--- src/rtl/pipe_pkg.sv ---
// rtl/pipe_pkg.sv - shared stage indices, FSM encoding and flush constant for pipeline_ctrl
package pipe_pkg;

    localparam int NUM_STG = 6;

    localparam int STG_PC  = 0;
    localparam int STG_IF  = 1;
    localparam int STG_ID  = 2;
    localparam int STG_EX  = 3;
    localparam int STG_MEM = 4;
    localparam int STG_WB  = 5;

    typedef enum logic [1:0] {
        RUN      = 2'd0,
        DRAIN    = 2'd1,
        REDIRECT = 2'd2
    } ctrl_state_e;

    // Everything downstream of the PC register is squashed on an exception.
    localparam logic [NUM_STG-1:0] FLUSH_ALL  = 6'b111110;
    localparam logic [NUM_STG-1:0] STALL_NONE = 6'b000000;
    localparam logic [NUM_STG-1:0] STALL_PC   = 6'b000001;

    // Mask with every stage up to and including stg held.
    function automatic logic [NUM_STG-1:0] stall_upto(input int stg);
        logic [NUM_STG-1:0] m;
        m = '0;
        for (int i = 0; i < NUM_STG; i++) begin
            if (i <= stg) begin
                m[i] = 1'b1;
            end
        end
        return m;
    endfunction

endpackage

--- src/rtl/stall_decode.sv ---
// rtl/stall_decode.sv - priority encoder from per-stage stall requests to a monotone stall mask
module stall_decode
    import pipe_pkg::*;
(
    input  logic               req_if,
    input  logic               req_id,
    input  logic               req_ex,
    input  logic               req_mem,
    output logic [NUM_STG-1:0] stall_mask
);

    // The furthest-downstream requester wins; holding a stage also holds everything before it.
    always_comb begin
        stall_mask = STALL_NONE;
        if (req_mem) begin
            stall_mask = stall_upto(STG_MEM);
        end else if (req_ex) begin
            stall_mask = stall_upto(STG_EX);
        end else if (req_id) begin
            stall_mask = stall_upto(STG_ID);
        end else if (req_if) begin
            stall_mask = stall_upto(STG_IF);
        end
    end

endmodule

--- src/rtl/pipeline_ctrl.sv ---
// rtl/pipeline_ctrl.sv - pipeline stall/flush generator with exception redirect sequencing
module pipeline_ctrl
    import pipe_pkg::*;
#(
    parameter int ADDR_W = 32,
    parameter int CNT_W  = 32
) (
    input  logic               clk,
    input  logic               rst,
    input  logic               req_if,
    input  logic               req_id,
    input  logic               req_ex,
    input  logic               req_mem,
    input  logic               if_busy,
    input  logic               exc_valid,
    input  logic [ADDR_W-1:0]  exc_target,
    output logic [NUM_STG-1:0] stall,
    output logic [NUM_STG-1:0] flush,
    output logic               pc_redirect_valid,
    output logic [ADDR_W-1:0]  pc_redirect_target,
    output logic               fetch_discard,
    output logic [CNT_W-1:0]   stall_cycles
);

    ctrl_state_e        state_q, state_d;
    logic [ADDR_W-1:0]  tgt_q, tgt_d;
    logic [CNT_W-1:0]   cnt_q, cnt_d;
    logic [NUM_STG-1:0] dec_stall;

    stall_decode u_stall_decode (
        .req_if     (req_if),
        .req_id     (req_id),
        .req_ex     (req_ex),
        .req_mem    (req_mem),
        .stall_mask (dec_stall)
    );

    // Next-state, redirect target latch and per-cycle stall/flush outputs.
    always_comb begin
        state_d            = state_q;
        tgt_d              = tgt_q;
        stall              = STALL_NONE;
        flush              = STALL_NONE;
        pc_redirect_valid  = 1'b0;
        pc_redirect_target = tgt_q;
        fetch_discard      = 1'b0;

        case (state_q)
            RUN: begin
                if (exc_valid) begin
                    // Exception overrides all stall requests and squashes younger stages.
                    flush              = FLUSH_ALL;
                    tgt_d              = exc_target;
                    pc_redirect_target = exc_target;
                    if (if_busy) begin
                        state_d = DRAIN;
                    end else begin
                        pc_redirect_valid = 1'b1;
                    end
                end else begin
                    stall = dec_stall;
                end
            end
            DRAIN: begin
                // Hold the PC and throw away the in-flight fetch until the bus goes idle.
                stall         = STALL_PC;
                flush         = FLUSH_ALL;
                fetch_discard = 1'b1;
                if (!if_busy) begin
                    state_d = REDIRECT;
                end
            end
            REDIRECT: begin
                flush             = FLUSH_ALL;
                pc_redirect_valid = 1'b1;
                state_d           = RUN;
            end
            default: begin
                state_d = RUN;
            end
        endcase

        if (rst) begin
            stall             = STALL_NONE;
            flush             = FLUSH_ALL;
            pc_redirect_valid = 1'b0;
            fetch_discard     = 1'b0;
        end
    end

    // Count every cycle in which the pipeline is held or draining; wraps naturally.
    always_comb begin
        cnt_d = cnt_q;
        if ((stall != STALL_NONE) || (state_q == DRAIN)) begin
            cnt_d = cnt_q + CNT_W'(1);
        end
    end

    // State, target and counter registers.
    always_ff @(posedge clk) begin
        if (rst) begin
            state_q <= RUN;
            tgt_q   <= '0;
            cnt_q   <= '0;
        end else begin
            state_q <= state_d;
            tgt_q   <= tgt_d;
            cnt_q   <= cnt_d;
        end
    end

    assign stall_cycles = cnt_q;

endmodule
--- config.mk ---
export PLATFORM = sky130hd
export DESIGN_NAME = pipeline_ctrl
export DESIGN_NICKNAME = d
export VERILOG_FILES = /design/src/rtl/pipe_pkg.sv /design/src/rtl/stall_decode.sv /design/src/rtl/pipeline_ctrl.sv
export SDC_FILE = /design/constraint.sdc
export NUM_CORES = 1
export LEC_CHECK = 0
export ABC_AREA = 0
export CAP_MARGIN = 20
export CORE_MARGIN = 2
export CORE_UTILIZATION = 40
export CTS_CLUSTER_DIAMETER = 100
export DETAILED_ROUTE_END_ITERATION = 6
export MAX_ROUTING_LAYER = met4
export PLACE_DENSITY = 0.84
export SLEW_MARGIN = 15
export SYNTH_ARGS = -nofsm -noshare
export SYNTH_HDL_FRONTEND = slang
export SYNTH_HIERARCHICAL = 1
export SYNTH_SLANG_ARGS = --single-unit
--- constraint.sdc ---
create_clock -name clk -period 3.35 [get_ports clk]
set_input_delay 0.67 -clock clk [delete_from_list [all_inputs] [get_ports clk]]
set_output_delay 0.67 -clock clk [all_outputs]
set_load 0.05 [all_outputs]
==> results of run 1 <==
[synthesized netlist by cell type, types with 2 or more instances]
cell type                   instances
sky130_fd_sc_hd__nand3_1           13
sky130_fd_sc_hd__or4_1              2
sky130_fd_sc_hd__nor2b_1           34
sky130_fd_sc_hd__mux2_2            33
sky130_fd_sc_hd__a211oi_1          10
sky130_fd_sc_hd__and3_1             3
sky130_fd_sc_hd__nor3b_2            2
sky130_fd_sc_hd__conb_1             2
sky130_fd_sc_hd__a2111oi_2          4
sky130_fd_sc_hd__nand4_1            8
sky130_fd_sc_hd__xnor2_1           28
sky130_fd_sc_hd__a2111oi_4          3
sky130_fd_sc_hd__a2111oi_0          7
sky130_fd_sc_hd__nor2_1            37
sky130_fd_sc_hd__clkbuf_1          12
sky130_fd_sc_hd__mux2i_1            3
sky130_fd_sc_hd__buf_2              2
sky130_fd_sc_hd__buf_4              8
sky130_fd_sc_hd__dfxtp_1           66
sky130_fd_sc_hd__ha_1               7
sky130_fd_sc_hd__and2_1             7
sky130_fd_sc_hd__and4_1             3
sky130_fd_sc_hd__a21oi_1            9
sky130_fd_sc_hd__inv_1              8
sky130_fd_sc_hd__buf_1              5
sky130_fd_sc_hd__nand2_1           15
[layer usage]
metal	track usage (%)	part of all wire (%)	vias up	routed length (um)
met5	-	0	-	0
met3	4.822	6.0	6	455
met1	19.81	42	1330	3188
li1	-	-	1383	-
met4	5.918	0.92	0	70
met2	31.26	51	102	3930
[kinds of logic (layout without fill, tap and decap cells)]
family | count (synthesis) | in the layout | share of synthesized area, %
XOR/XNOR | 28 | 28 | 7.399
AO/OA/AOI/OAI | 38 | 38 | 10.87
adder cells (fa/ha/maj) | 7 | 7 | 2.642
flip-flops | 66 | 66 | 39.86
buffers and inverters | 36 | 145 | 5.285
multiplexers | 36 | 36 | 12.12
AND/OR/NAND/NOR | 132 | 132 | 21.59
other | 2 | 2 | 0.2266
[power by group]
part / internal [W] / switching, W / total (W) / leakage [nW]
combinational: 0.000439 / 0.000802 / 0.00124 / 1.06
sequential: 0.000852 / 0.0000383 / 0.000890 / 0.538
clock: 0.000536 / 0.000315 / 0.000851 / 0.123
total: 0.00183 / 0.00116 / 0.00298 / 1.72
[registers in the layout, summed over array words and instances (netlist names)]
register	cells
state_q	2
tgt_q	32
stall_cycles	32
[per-stage QoR]
stage | total power (W) | instances | setup WS (ns) | area [sq um] | hold WS [ns]
4_1_cts | 0.003003 | 559 | 0.4292 | 4678 | 0.5401
2_1_floorplan | 0.001816 | 345 | 0.5465 | 3314 | 0.5175
3_3_place_gp | 0.002131 | 543 | 0.1021 | 4425 | 0.5153
6_report | 0.002983 | 559 | 0.4242 | 4678 | 0.5462
3_5_place_dp | 0.002152 | 543 | 0.06875 | 4425 | 0.5300
5_1_grt | 0.003107 | 559 | 0.3443 | 4678 | 0.5719
[layout make-up]
type	instances	area, sq um
clock buffers	12	155.1
flip-flops and latches	66	1321
clock inverters	4	97.59
multi-input cells	243	1822
fillers	697	3456
well taps	105	131.4
repair buffers	121	1121
inverters	8	30.03
[worst min-delay path, stage by stage (launching register included)]
cell,delay (ns)
sky130_fd_sc_hd__dfxtp_1,0.35
sky130_fd_sc_hd__nand2b_1,0.08
sky130_fd_sc_hd__o21ai_0,0.07
[how the worst max path moves through the flow]
stage | startpoint | endpoint | slack [ns] | cells after the start
final | req_mem | stall[0] | 0.42 | 6
after global routing | req_mem | stall[0] | 0.34 | 6
after CTS | req_mem | stall[0] | 0.43 | 6
after detailed placement | req_mem | stall_cycles[31] | 0.07 | 8
after global placement | req_mem | stall_cycles[31] | 0.10 | 8
after floorplan | req_if | stall_cycles[24] | 0.55 | 8
==> impl_metrics.sql, run 1 <==
INSERT INTO impl_metrics (metric_group, metric, value, unit) VALUES
('routing', 'drcViolationCount', '0', ''),
('logic_synthesis', 'synth.area.top_cells', 'sky130_fd_sc_hd__dfxtp_1 40%, sky130_fd_sc_hd__mux2_2 11%, sky130_fd_sc_hd__xnor2_1 7.4%', ''),
('timing', 'max_freq', '341.8', 'MHz'),
('flow_run', 'drv.max_cap_violation_count', '0', ''),
('outcome', 'status', 'finished clean', ''),
('cells_and_area', 'final_layout_size_suffix_gt1_share', '24.67', '%'),
('hold_path', 'timing.hold.worst_endpoint', 'stall_cycles[29]', ''),
('worst_setup_path', 'kind_of_cell_with_the_highest_combined_delay_on_the_critical_path', 'buffers and inverters', ''),
('global_route', 'gr-usage-all-layers', '17.91', '%'),
('logic_synthesis', 'synth-seq-area-share', '39.86', '%'),
('cts', 'cts_buffers', '9', ''),
('place', 'gp_congestion', '0.8859', ''),
('cells_and_area', 'commonest_non_fill_non_tap_cell_in_the_layout', 'sky130_fd_sc_hd__clkdlybuf4s50_1', ''),
('logic_synthesis', 'count_of_cell_types_in_the_netlist', '40', ''),
('cts', 'clock_insertion_delay_worst_skew', '0.35', 'ns'),
('worst_setup_path', 'crit-reg2reg-launch', 'stall_cycles[12]', ''),
('logic_synthesis', 'synth-seq-cells', '66', ''),
('timing', 'clock-skew-final', '0.01567', 'ns'),
('logic_synthesis', 'synth_top_area_share', '39.86', '%'),
('worst_setup_path', 'setup.reg_to_reg.worst_slack', '0.93', 'ns'),
('logic_synthesis', 'synthesis.nets', '392', ''),
('routing', 'length_of_the_first_detailed_routing_pass_in_iterations', '5', ''),
('hold_path', 'timing.hold.worst.class', 'register to register', ''),
('global_route', 'globalRoute.totalOverflow', '0', ''),
('worst_setup_path', 'critical_path_peak_fanout', '5', ''),
('logic_synthesis', 'synth.largest_area_cell', 'sky130_fd_sc_hd__dfxtp_1', ''),
('logic_synthesis', 'synth-edff-count', '0', ''),
('timing', 'worstMarginPinSlew', '0.6132', 'ns'),
('timing', 'layout_min_cycle_time', '2.926', 'ns'),
('timing', 'finalMaxSlewViolations', '0', ''),
('timing', 'fin_setup_tns', '0', 'ns'),
('cts', 'clock_transition_at_the_registers_of_the_reported_paths', '0.07', 'ns'),
('hold_path', 'min-delay-start', 'stall_cycles[29]', ''),
('power_and_ir_drop', 'cellPowerDensity', '637.6', 'mW/mm^2'),
('cts', 'cts_setup_buffers', '0', ''),
('power_and_ir_drop', 'leakage', '1.722', 'nW'),
('place', 'post-dp-hpwl', '5496', 'um'),
('cells_and_area', 'layout.nets', '496', ''),
('cells_and_area', 'num_antenna_cells', '0', ''),
('logic_synthesis', 'syn_area_per_cell', '9.607', 'sq um'),
('floorplan', 'floorplan.initialDensity', '40.75', '%'),
('worst_setup_path', 'timing.rr.end', 'stall_cycles[31]', ''),
('floorplan', 'die_height', '95.03', 'um'),
('worst_setup_path', 'type_of_element_capturing_the_critical_path', 'output port', ''),
('cts', 'cts_tree', 'yes', ''),
('timing', 'worst_slew_margin_rel', '58.07', '%'),
('worst_setup_path', 'critPathMaxStageDelay', '0.51', 'ns'),
('routing', 'vias', '2821', ''),
('floorplan', 'coreArea', '0.008134', 'sq mm'),
('cts', 'cts_root_buffer', 'sky130_fd_sc_hd__clkbuf_8', ''),
('global_route', 'grt_start_max_net_pins', '44', ''),
('worst_setup_path', 'crit_path_top_delay_cell', 'sky130_fd_sc_hd__or4_1', ''),
('cells_and_area', 'layout-area-overhead-vs-synth', '41.15', '%'),
('logic_synthesis', 'synth_warnings', '6', ''),
('timing', 'setup_viol', '0', ''),
('global_route', 'number_of_global_route_vias_before_repair', '2771', ''),
('cts', 'post_cts_resize_count', '0', ''),
('routing', 'wirelength', '7645', 'um'),
('cts', 'cts_max_level', '3', ''),
('global_route', 'grt_first_pass_wirelength', '12470', 'um'),
('floorplan', 'num_io_pins', '118', ''),
('routing', 'antenna_violating_nets_post_route', '0', ''),
('timing', 'final-hold-violation-count', '0', ''),
('worst_setup_path', 'cp_buf_inv_count', '3', ''),
('cells_and_area', 'final_cell_mix', '71 x sky130_fd_sc_hd__clkdlybuf4s50_1, 66 x sky130_fd_sc_hd__dfxtp_1, 46 x sky130_fd_sc_hd__buf_4', ''),
('floorplan', 'die_area', '0.009030', 'sq mm'),
('worst_setup_path', 'data_required_time_at_the_worst_endpoint', '2.68', 'ns'),
('worst_setup_path', 'critical_path_arrival', '2.26', 'ns'),
('power_and_ir_drop', 'vdd.ir_drop.worst', '0.4284', 'mV'),
('logic_synthesis', 'synth_top_flop_cell', 'sky130_fd_sc_hd__dfxtp_1', ''),
('routing', 'routedWlPerCell', '13.68', 'um');
No activity file was read; power rests on OpenSTA's default activity.
==> run 2: changes to the inputs <==
--- a/config.mk
+++ b/config.mk
@@ -12,7 +12,9 @@
 export CTS_CLUSTER_DIAMETER = 100
 export DETAILED_ROUTE_END_ITERATION = 6
 export MAX_ROUTING_LAYER = met4
-export PLACE_DENSITY = 0.84
+export PLACE_DENSITY = 0.86
+export SETUP_SLACK_MARGIN = 0.02
+export SKIP_LAST_GASP = 1
 export SLEW_MARGIN = 15
 export SYNTH_ARGS = -nofsm -noshare
 export SYNTH_HDL_FRONTEND = slang
==> constraint.sdc (replaced) <==
create_clock -name clk -period 2.5 [get_ports clk]
set_input_delay 0.5 -clock clk [delete_from_list [all_inputs] [get_ports clk]]
set_output_delay 0.5 -clock clk [all_outputs]
set_load 0.05 [all_outputs]
==> impl_metrics.sql, run 2 (synthesis gave the netlist of run 1 again) <==
INSERT INTO impl_metrics (metric_group, metric, value, unit) VALUES
('outcome', 'status', 'finished clean', ''),
('global_route', 'globalRoute.totalOverflow', '0', ''),
('worst_setup_path', 'setup.reg_to_reg.worst_slack', '0.26', 'ns'),
('cts', 'cts_buffers', '9', ''),
('worst_setup_path', 'cp_buf_inv_count', '3', ''),
('cells_and_area', 'layout.nets', '519', ''),
('worst_setup_path', 'worstPathCellList', 'inv_2 -> ha_4 -> nand2_2 -> bufbuf_16 -> mux2_2 -> buf_4', ''),
('global_route', 'antenna_found_initial', '0', ''),
('timing', 'worstMarginPinSlew', '0.5642', 'ns'),
('place', 'dp_slack', '-0.4877', 'ns'),
('cts', 'cts_tree', 'yes', ''),
('timing', 'final-hold-violation-count', '0', ''),
('cells_and_area', 'layout-area-overhead-vs-synth', '55.68', '%'),
('cts', 'clock_insertion_delay_worst_skew', '0.34', 'ns'),
('worst_setup_path', 'crit-reg2reg-launch', 'stall_cycles[14]', ''),
('routing', 'length_of_the_first_detailed_routing_pass_in_iterations', '4', ''),
('worst_setup_path', 'kind_of_cell_with_the_highest_combined_delay_on_the_critical_path', 'buffers and inverters', ''),
('place', 'port_buffers', '115', ''),
('power_and_ir_drop', 'vdd.ir_drop.worst', '0.5481', 'mV'),
('worst_setup_path', 'critical_setup_path_kind', 'register to output port', ''),
('cts', 'cts_max_level', '3', ''),
('worst_setup_path', 'data_required_time_at_the_worst_endpoint', '2.00', 'ns'),
('floorplan', 'die_area', '0.009030', 'sq mm'),
('routing', 'drt_iter0_drc', '145', ''),
('routing', 'routedWlPerCell', '15.04', 'um'),
('hold_path', 'timing.hold.worst_endpoint', 'stall_cycles[1]', ''),
('power_and_ir_drop', 'cellPowerDensity', '805.9', 'mW/mm^2'),
('cells_and_area', 'num_antenna_cells', '0', ''),
('cts', 'clock_sinks', '66', ''),
('hold_path', 'worstHoldPathCells', '2', ''),
('global_route', 'grt_first_pass_wirelength', '13990', 'um'),
('place', 'gp_congestion', '0.8509', ''),
('global_route', 'gr-usage-all-layers', '20.54', '%'),
('routing', 'drcViolationCount', '0', ''),
('floorplan', 'die_width', '95.03', 'um'),
('floorplan', 'rows', '33', ''),
('hold_path', 'min-delay-start', 'stall_cycles[1]', ''),
('timing', 'max_freq', '419.0', 'MHz'),
('worst_setup_path', 'type_of_element_capturing_the_critical_path', 'output port', ''),
('timing', 'setup_viol', '0', ''),
('flow_run', 'drv.max_cap_violation_count', '0', ''),
('timing', 'setup_slack', '0.1132', 'ns'),
('worst_setup_path', 'critical_path_peak_fanout', '16', ''),
('floorplan', 'coreArea', '0.008134', 'sq mm'),
('routing', 'vias', '2997', ''),
('worst_setup_path', 'critical_path_arrival', '1.89', 'ns'),
('hold_path', 'timing.hold.worst.class', 'register to register', ''),
('global_route', 'grt_start_max_net_pins', '46', ''),
('cells_and_area', 'commonest_non_fill_non_tap_cell_in_the_layout', 'sky130_fd_sc_hd__clkdlybuf4s50_1', ''),
('worst_setup_path', 'crit_path_top_delay_cell', 'sky130_fd_sc_hd__dfxtp_2', ''),
('global_route', 'number_of_global_route_vias_before_repair', '2939', ''),
('routing', 'drt-vias-per-instance', '5.149', ''),
('worst_setup_path', 'critPathMaxStageDelay', '0.36', 'ns'),
('cts', 'buffer_depth_of_the_longest_clock_path', '2', ''),
('routing', 'antenna_violating_nets_post_route', '0', ''),
('floorplan', 'die_height', '95.03', 'um'),
('cells_and_area', 'final_cell_mix', '65 x sky130_fd_sc_hd__clkdlybuf4s50_1, 64 x sky130_fd_sc_hd__dfxtp_1, 52 x sky130_fd_sc_hd__buf_4', ''),
('worst_setup_path', 'r2r_cells', '5', ''),
('routing', 'wirelength', '8752', 'um'),
('timing', 'rsz0062_at_grt', 'no', ''),
('cts', 'clock_transition_at_the_registers_of_the_reported_paths', '0.08', 'ns'),
('cells_and_area', 'final_layout_size_suffix_gt1_share', '33.75', '%'),
('cts', 'cts_root_buffer', 'sky130_fd_sc_hd__clkbuf_8', ''),
('floorplan', 'floorplan.initialDensity', '40.75', '%'),
('timing', 'timing.final.crit_share', '95.47', '%'),
('place', 'post-dp-hpwl', '6183', 'um'),
('worst_setup_path', 'cp-startpoint', 'state_q[1]', ''),
('power_and_ir_drop', 'design_power_total', '0.004159', 'W'),
('floorplan', 'num_io_pins', '118', ''),
('timing', 'layout_min_cycle_time', '2.387', 'ns'),
('worst_setup_path', 'critical_path.startpoint_type', 'register', ''),
('timing', 'clock-skew-final', '0.006901', 'ns'),
('timing', 'finalMaxSlewViolations', '0', ''),
('timing', 'worst_slew_margin_rel', '62.28', '%'),
('worst_setup_path', 'timing.rr.end', 'stall_cycles[31]', ''),
('power_and_ir_drop', 'leakage', '1.918', 'nW');
## run 2: cell types whose count changed in the layout (fill, tap and decap cells not counted), moves of 5 or more
cell,before,now
sky130_fd_sc_hd__buf_12,3,18
sky130_fd_sc_hd__a2111oi_2,4,9
sky130_fd_sc_hd__a2111oi_0,7,0
sky130_fd_sc_hd__buf_4,46,52
sky130_fd_sc_hd__clkdlybuf4s50_1,71,65
## run 2: layer usage
layer / vias to the layer above / track usage (%) / wire, um
met5: - / - / 0
met4: 0 / 5.918 / 133
met3: 15 / 6.877 / 550
met2: 120 / 35.28 / 4519
met1: 1424 / 22.74 / 3549
li1: 1438 / - / -
## run 2: power breakdown
group | internal (W) | switching (W) | leakage [nW] | total, W
clock network | 0.000493 | 0.000429 | 0.0962 | 0.000923
registers | 0.00115 | 0.0000469 | 0.539 | 0.00119
logic | 0.000849 | 0.00119 | 1.28 | 0.00204
## run 2: stage by stage
stage                     instances  TNS (ns)  utilization [%]  instance area, sq um  hold slack [ns]
after global placement          560    -12.07            59.28                  4822           0.4954
final                           582         0            63.44                  5160           0.5295
after global routing            582         0            63.44                  5160           0.5572
after CTS                       582         0            63.14                  5136           0.5317
after detailed placement        560    -13.61            59.28                  4822           0.5214
after floorplan                 345    -1.264                -                  3420           0.5175
## run 2: worst max-delay path by stage
stage                        endpoint  slack [ns]  depth (start not counted)
3_5_place_dp         stall_cycles[31]       -0.49                          8
6_report       pc_redirect_target[22]        0.11                          6
4_1_cts        pc_redirect_target[25]       0.009                          6
2_1_floorplan        stall_cycles[31]       -0.06                          7
3_3_place_gp         stall_cycles[31]       -0.45                          8
5_1_grt         pc_redirect_target[1]        0.02                          6
## run 2: what timing repair did
item | in CTS | in global routing
gates resized for setup | 13 | 13
setup endpoints to repair | 64 | 66
setup buffers | 4 | 0
hold buffers | 0 | 0
pin swaps | 10 | 4
gates cloned | 2 | 0
## run 2: worst min-delay path, stage by stage (launching register included)
cell                      delay, ns
sky130_fd_sc_hd__dfxtp_1       0.35
sky130_fd_sc_hd__nand3_1       0.08
sky130_fd_sc_hd__a21oi_1       0.06
## run 2: cell type report
type                       count  area (sq um)
sequential                    66          1326
multi-input combinational    243          1952
timing repair buffer         144          1516
fill                         643          2974
tap                          105         131.4
clock inverter                 5         62.56
inverter                       8         30.03
clock buffer                  11         141.4
==> run 3: changes to the inputs <==
--- a/config.mk
+++ b/config.mk
@@ -8,11 +8,11 @@
 export ABC_AREA = 0
 export CAP_MARGIN = 20
 export CORE_MARGIN = 2
-export CORE_UTILIZATION = 40
+export CORE_UTILIZATION = 41
 export CTS_CLUSTER_DIAMETER = 100
 export DETAILED_ROUTE_END_ITERATION = 6
 export MAX_ROUTING_LAYER = met4
-export PLACE_DENSITY = 0.86
+export PLACE_DENSITY = 0.88
 export SETUP_SLACK_MARGIN = 0.02
 export SKIP_LAST_GASP = 1
 export SLEW_MARGIN = 15
==> impl_metrics.sql, run 3 (synthesis gave the netlist of run 1 again) <==
INSERT INTO impl_metrics (metric_group, metric, value, unit) VALUES
('hold_path', 'timing.hold.worst.class', 'register to register', ''),
('cts', 'clock_sinks', '66', ''),
('cts', 'cts_tree', 'yes', ''),
('timing', 'layout_min_cycle_time', '2.419', 'ns'),
('timing', 'setup_viol', '0', ''),
('routing', 'drt-vias-per-instance', '5.138', ''),
('power_and_ir_drop', 'part_of_the_total_power_dissipated_in_the_clock_network', '20.0', '%'),
('power_and_ir_drop', 'netSwitchingFraction', '41.35', '%'),
('floorplan', 'rows', '32', ''),
('global_route', 'gr-usage-all-layers', '20.12', '%'),
('power_and_ir_drop', 'share_comb_of_total_power', '49.7', '%'),
('timing', 'final-hold-violation-count', '0', ''),
('worst_setup_path', 'critical_setup_path_kind', 'input pin to register', ''),
('routing', 'drcViolationCount', '0', ''),
('worst_setup_path', 'worstPathCellList', 'dlygate4sd2_1 -> or4_4 -> or4_1 -> o211ai_1 -> buf_4 -> a211oi_2 -> nor3b_2 -> mux2_2', ''),
('floorplan', 'floorplan.initialDensity', '42.67', '%'),
('worst_setup_path', 'kind_of_cell_with_the_highest_combined_delay_on_the_critical_path', 'simple AND/OR/NAND/NOR gates', ''),
('floorplan', 'coreArea', '0.007767', 'sq mm'),
('place', 'placedCellCount', '555', ''),
('cts', 'clock_transition_at_the_registers_of_the_reported_paths', '0.07', 'ns'),
('timing', 'fin_setup_tns', '0', 'ns'),
('cts', 'cts_buffers', '9', ''),
('flow_run', 'drv.max_cap_violation_count', '0', ''),
('timing', 'finalMaxSlewViolations', '0', ''),
('global_route', 'grt_first_pass_wirelength', '13830', 'um'),
('routing', 'routedWlPerCell', '14.62', 'um'),
('global_route', 'grt_start_max_net_pins', '44', ''),
('global_route', 'globalRoute.totalOverflow', '0', ''),
('routing', 'vias', '2944', ''),
('cells_and_area', 'final_cell_count_without_fillers', '573', ''),
('power_and_ir_drop', 'internal_power', '0.002316', 'W'),
('place', 'dp_slack', '-0.4250', 'ns'),
('place', 'gp_congestion', '0.8440', ''),
('power_and_ir_drop', 'vdd.ir_drop.worst', '0.4890', 'mV'),
('cells_and_area', 'commonest_non_fill_non_tap_cell_in_the_layout', 'sky130_fd_sc_hd__clkdlybuf4s50_1', ''),
('power_and_ir_drop', 'cellPowerDensity', '785.4', 'mW/mm^2'),
('cells_and_area', 'layout.area.seq', '0.001324', 'sq mm'),
('worst_setup_path', 'critical_path_peak_fanout', '5', ''),
('power_and_ir_drop', 'power.net_switching', '0.001633', 'W'),
('cts', 'cts_root_buffer', 'sky130_fd_sc_hd__clkbuf_8', ''),
('outcome', 'status', 'finished clean', ''),
('cells_and_area', 'layout.nets', '513', ''),
('cells_and_area', 'num_antenna_cells', '0', ''),
('timing', 'rsz0062_at_grt', 'no', ''),
('cells_and_area', 'multi_input_gate_area_in_the_final_layout', '0.001934', 'sq mm'),
('place', 'post-dp-hpwl', '6131', 'um'),
('global_route', 'antenna_found_initial', '0', ''),
('timing', 'whs', '0.5252', 'ns'),
('place', 'port_buffers', '115', ''),
('timing', 'worst_slew_margin_rel', '60.37', '%'),
('global_route', 'number_of_global_route_vias_before_repair', '2930', ''),
('cts', 'buffer_depth_of_the_longest_clock_path', '2', ''),
('cells_and_area', 'final_cell_mix', '65 x sky130_fd_sc_hd__clkdlybuf4s50_1, 64 x sky130_fd_sc_hd__dfxtp_1, 47 x sky130_fd_sc_hd__buf_4', ''),
('floorplan', 'die_area', '0.008819', 'sq mm'),
('timing', 'setup_slack', '0.08095', 'ns'),
('worst_setup_path', 'critical_path.startpoint_type', 'input pin', ''),
('floorplan', 'die_width', '93.91', 'um'),
('timing', 'timing.final.crit_share', '96.76', '%'),
('cells_and_area', 'layout-area-overhead-vs-synth', '51.72', '%'),
('worst_setup_path', 'critPathMaxStageDelay', '0.54', 'ns'),
('worst_setup_path', 'crit-reg2reg-launch', 'stall_cycles[12]', ''),
('timing', 'max_freq', '413.4', 'MHz'),
('worst_setup_path', 'data_required_time_at_the_worst_endpoint', '2.73', 'ns'),
('cts', 'cts_max_level', '3', ''),
('routing', 'wirelength', '8380', 'um'),
('timing', 'worstMarginPinSlew', '0.5927', 'ns'),
('cells_and_area', 'fillerInstances', '620', ''),
('cells_and_area', 'final_layout_size_suffix_gt1_share', '31.63', '%'),
('floorplan', 'die_height', '93.91', 'um'),
('routing', 'antenna_violating_nets_post_route', '0', ''),
('timing', 'clock-skew-final', '0.007652', 'ns'),
('worst_setup_path', 'crit_path_top_delay_cell', 'sky130_fd_sc_hd__or4_4', ''),
('floorplan', 'num_io_pins', '118', ''),
('worst_setup_path', 'cp-startpoint', 'req_ex', ''),
('cts', 'cts_setup_buffers', '0', ''),
('routing', 'length_of_the_first_detailed_routing_pass_in_iterations', '4', ''),
('worst_setup_path', 'critical_path_arrival', '2.65', 'ns'),
('power_and_ir_drop', 'share_seq_of_total_power', '30.2', '%'),
('power_and_ir_drop', 'leakage', '1.858', 'nW'),
('routing', 'drt_iter0_drc', '73', ''),
('worst_setup_path', 'cp_buf_inv_count', '2', ''),
('worst_setup_path', 'type_of_element_capturing_the_critical_path', 'register', ''),
('hold_path', 'min-delay-start', 'stall_cycles[29]', ''),
('cts', 'clock_insertion_delay_worst_skew', '0.34', 'ns');
[run 3: worst register-to-register path: stages, from the launching register on]
cell and delay [ns]:
sky130_fd_sc_hd__dfxtp_1 0.46, sky130_fd_sc_hd__nand4_2 0.22, sky130_fd_sc_hd__or4_4 0.67, sky130_fd_sc_hd__a211oi_2 0.26, sky130_fd_sc_hd__nor3b_2 0.22, sky130_fd_sc_hd__mux2_2 0.34
[run 3: power groups by stage]
| stage | clock network [W] | registers, W | logic (W) |
|---|---|---|---|
| floorplan | 0 | 0.00125 | 0.00122 |
| global placement | 0 | 0.00121 | 0.00187 |
| detailed placement | 0 | 0.00121 | 0.00190 |
| CTS | 0.000810 | 0.00119 | 0.00197 |
| global route | 0.000853 | 0.00120 | 0.00205 |
| finish | 0.000791 | 0.00119 | 0.00196 |
[run 3: path summary, 6_finish.rpt]
path                            slack [ns]  cells past startpoint               end
worst max-delay path                  0.08                      8  stall_cycles[31]
worst min-delay path                  0.53                      2  stall_cycles[29]
worst max register to register        0.22                      5  stall_cycles[31]
worst min register to register        0.53                      2  stall_cycles[29]
[run 3: cell type report]
type                       instances  area share, %
multi-input combinational        243          38.47
inverter                           8         0.5972
clock buffer                      11          2.812
clock inverter                     5         0.5972
sequential                        66          26.32
tap                              102          2.538
timing repair buffer             138          28.66
[run 3: per-layer routing]
layer / track usage [%] / wire (um) / share of wire [%]
met4: 7.126 / 155 / 1.8
met1: 23.47 / 3464 / 41
met5: - / 0 / 0
met3: 3.692 / 420 / 5.0
met2: 34.70 / 4339 / 52
[run 3: timing repair]
item / 4_1_cts / 5_1_grt
hold buffers: 0 / 0
resized for setup: 13 / 4
cloned: 2 / 0
pin swaps: 8 / 3
endpoints found under the setup margin: 56 / 23
[run 3: stage by stage]
step	util (%)	area, sq um	total power, W
3_3_place_gp	61.52	4778	0.003078
6_report	64.74	5029	0.003950
4_1_cts	64.55	5014	0.003973
3_5_place_dp	61.52	4778	0.003116
5_1_grt	64.74	5029	0.004109
2_1_floorplan	-	3420	0.002475
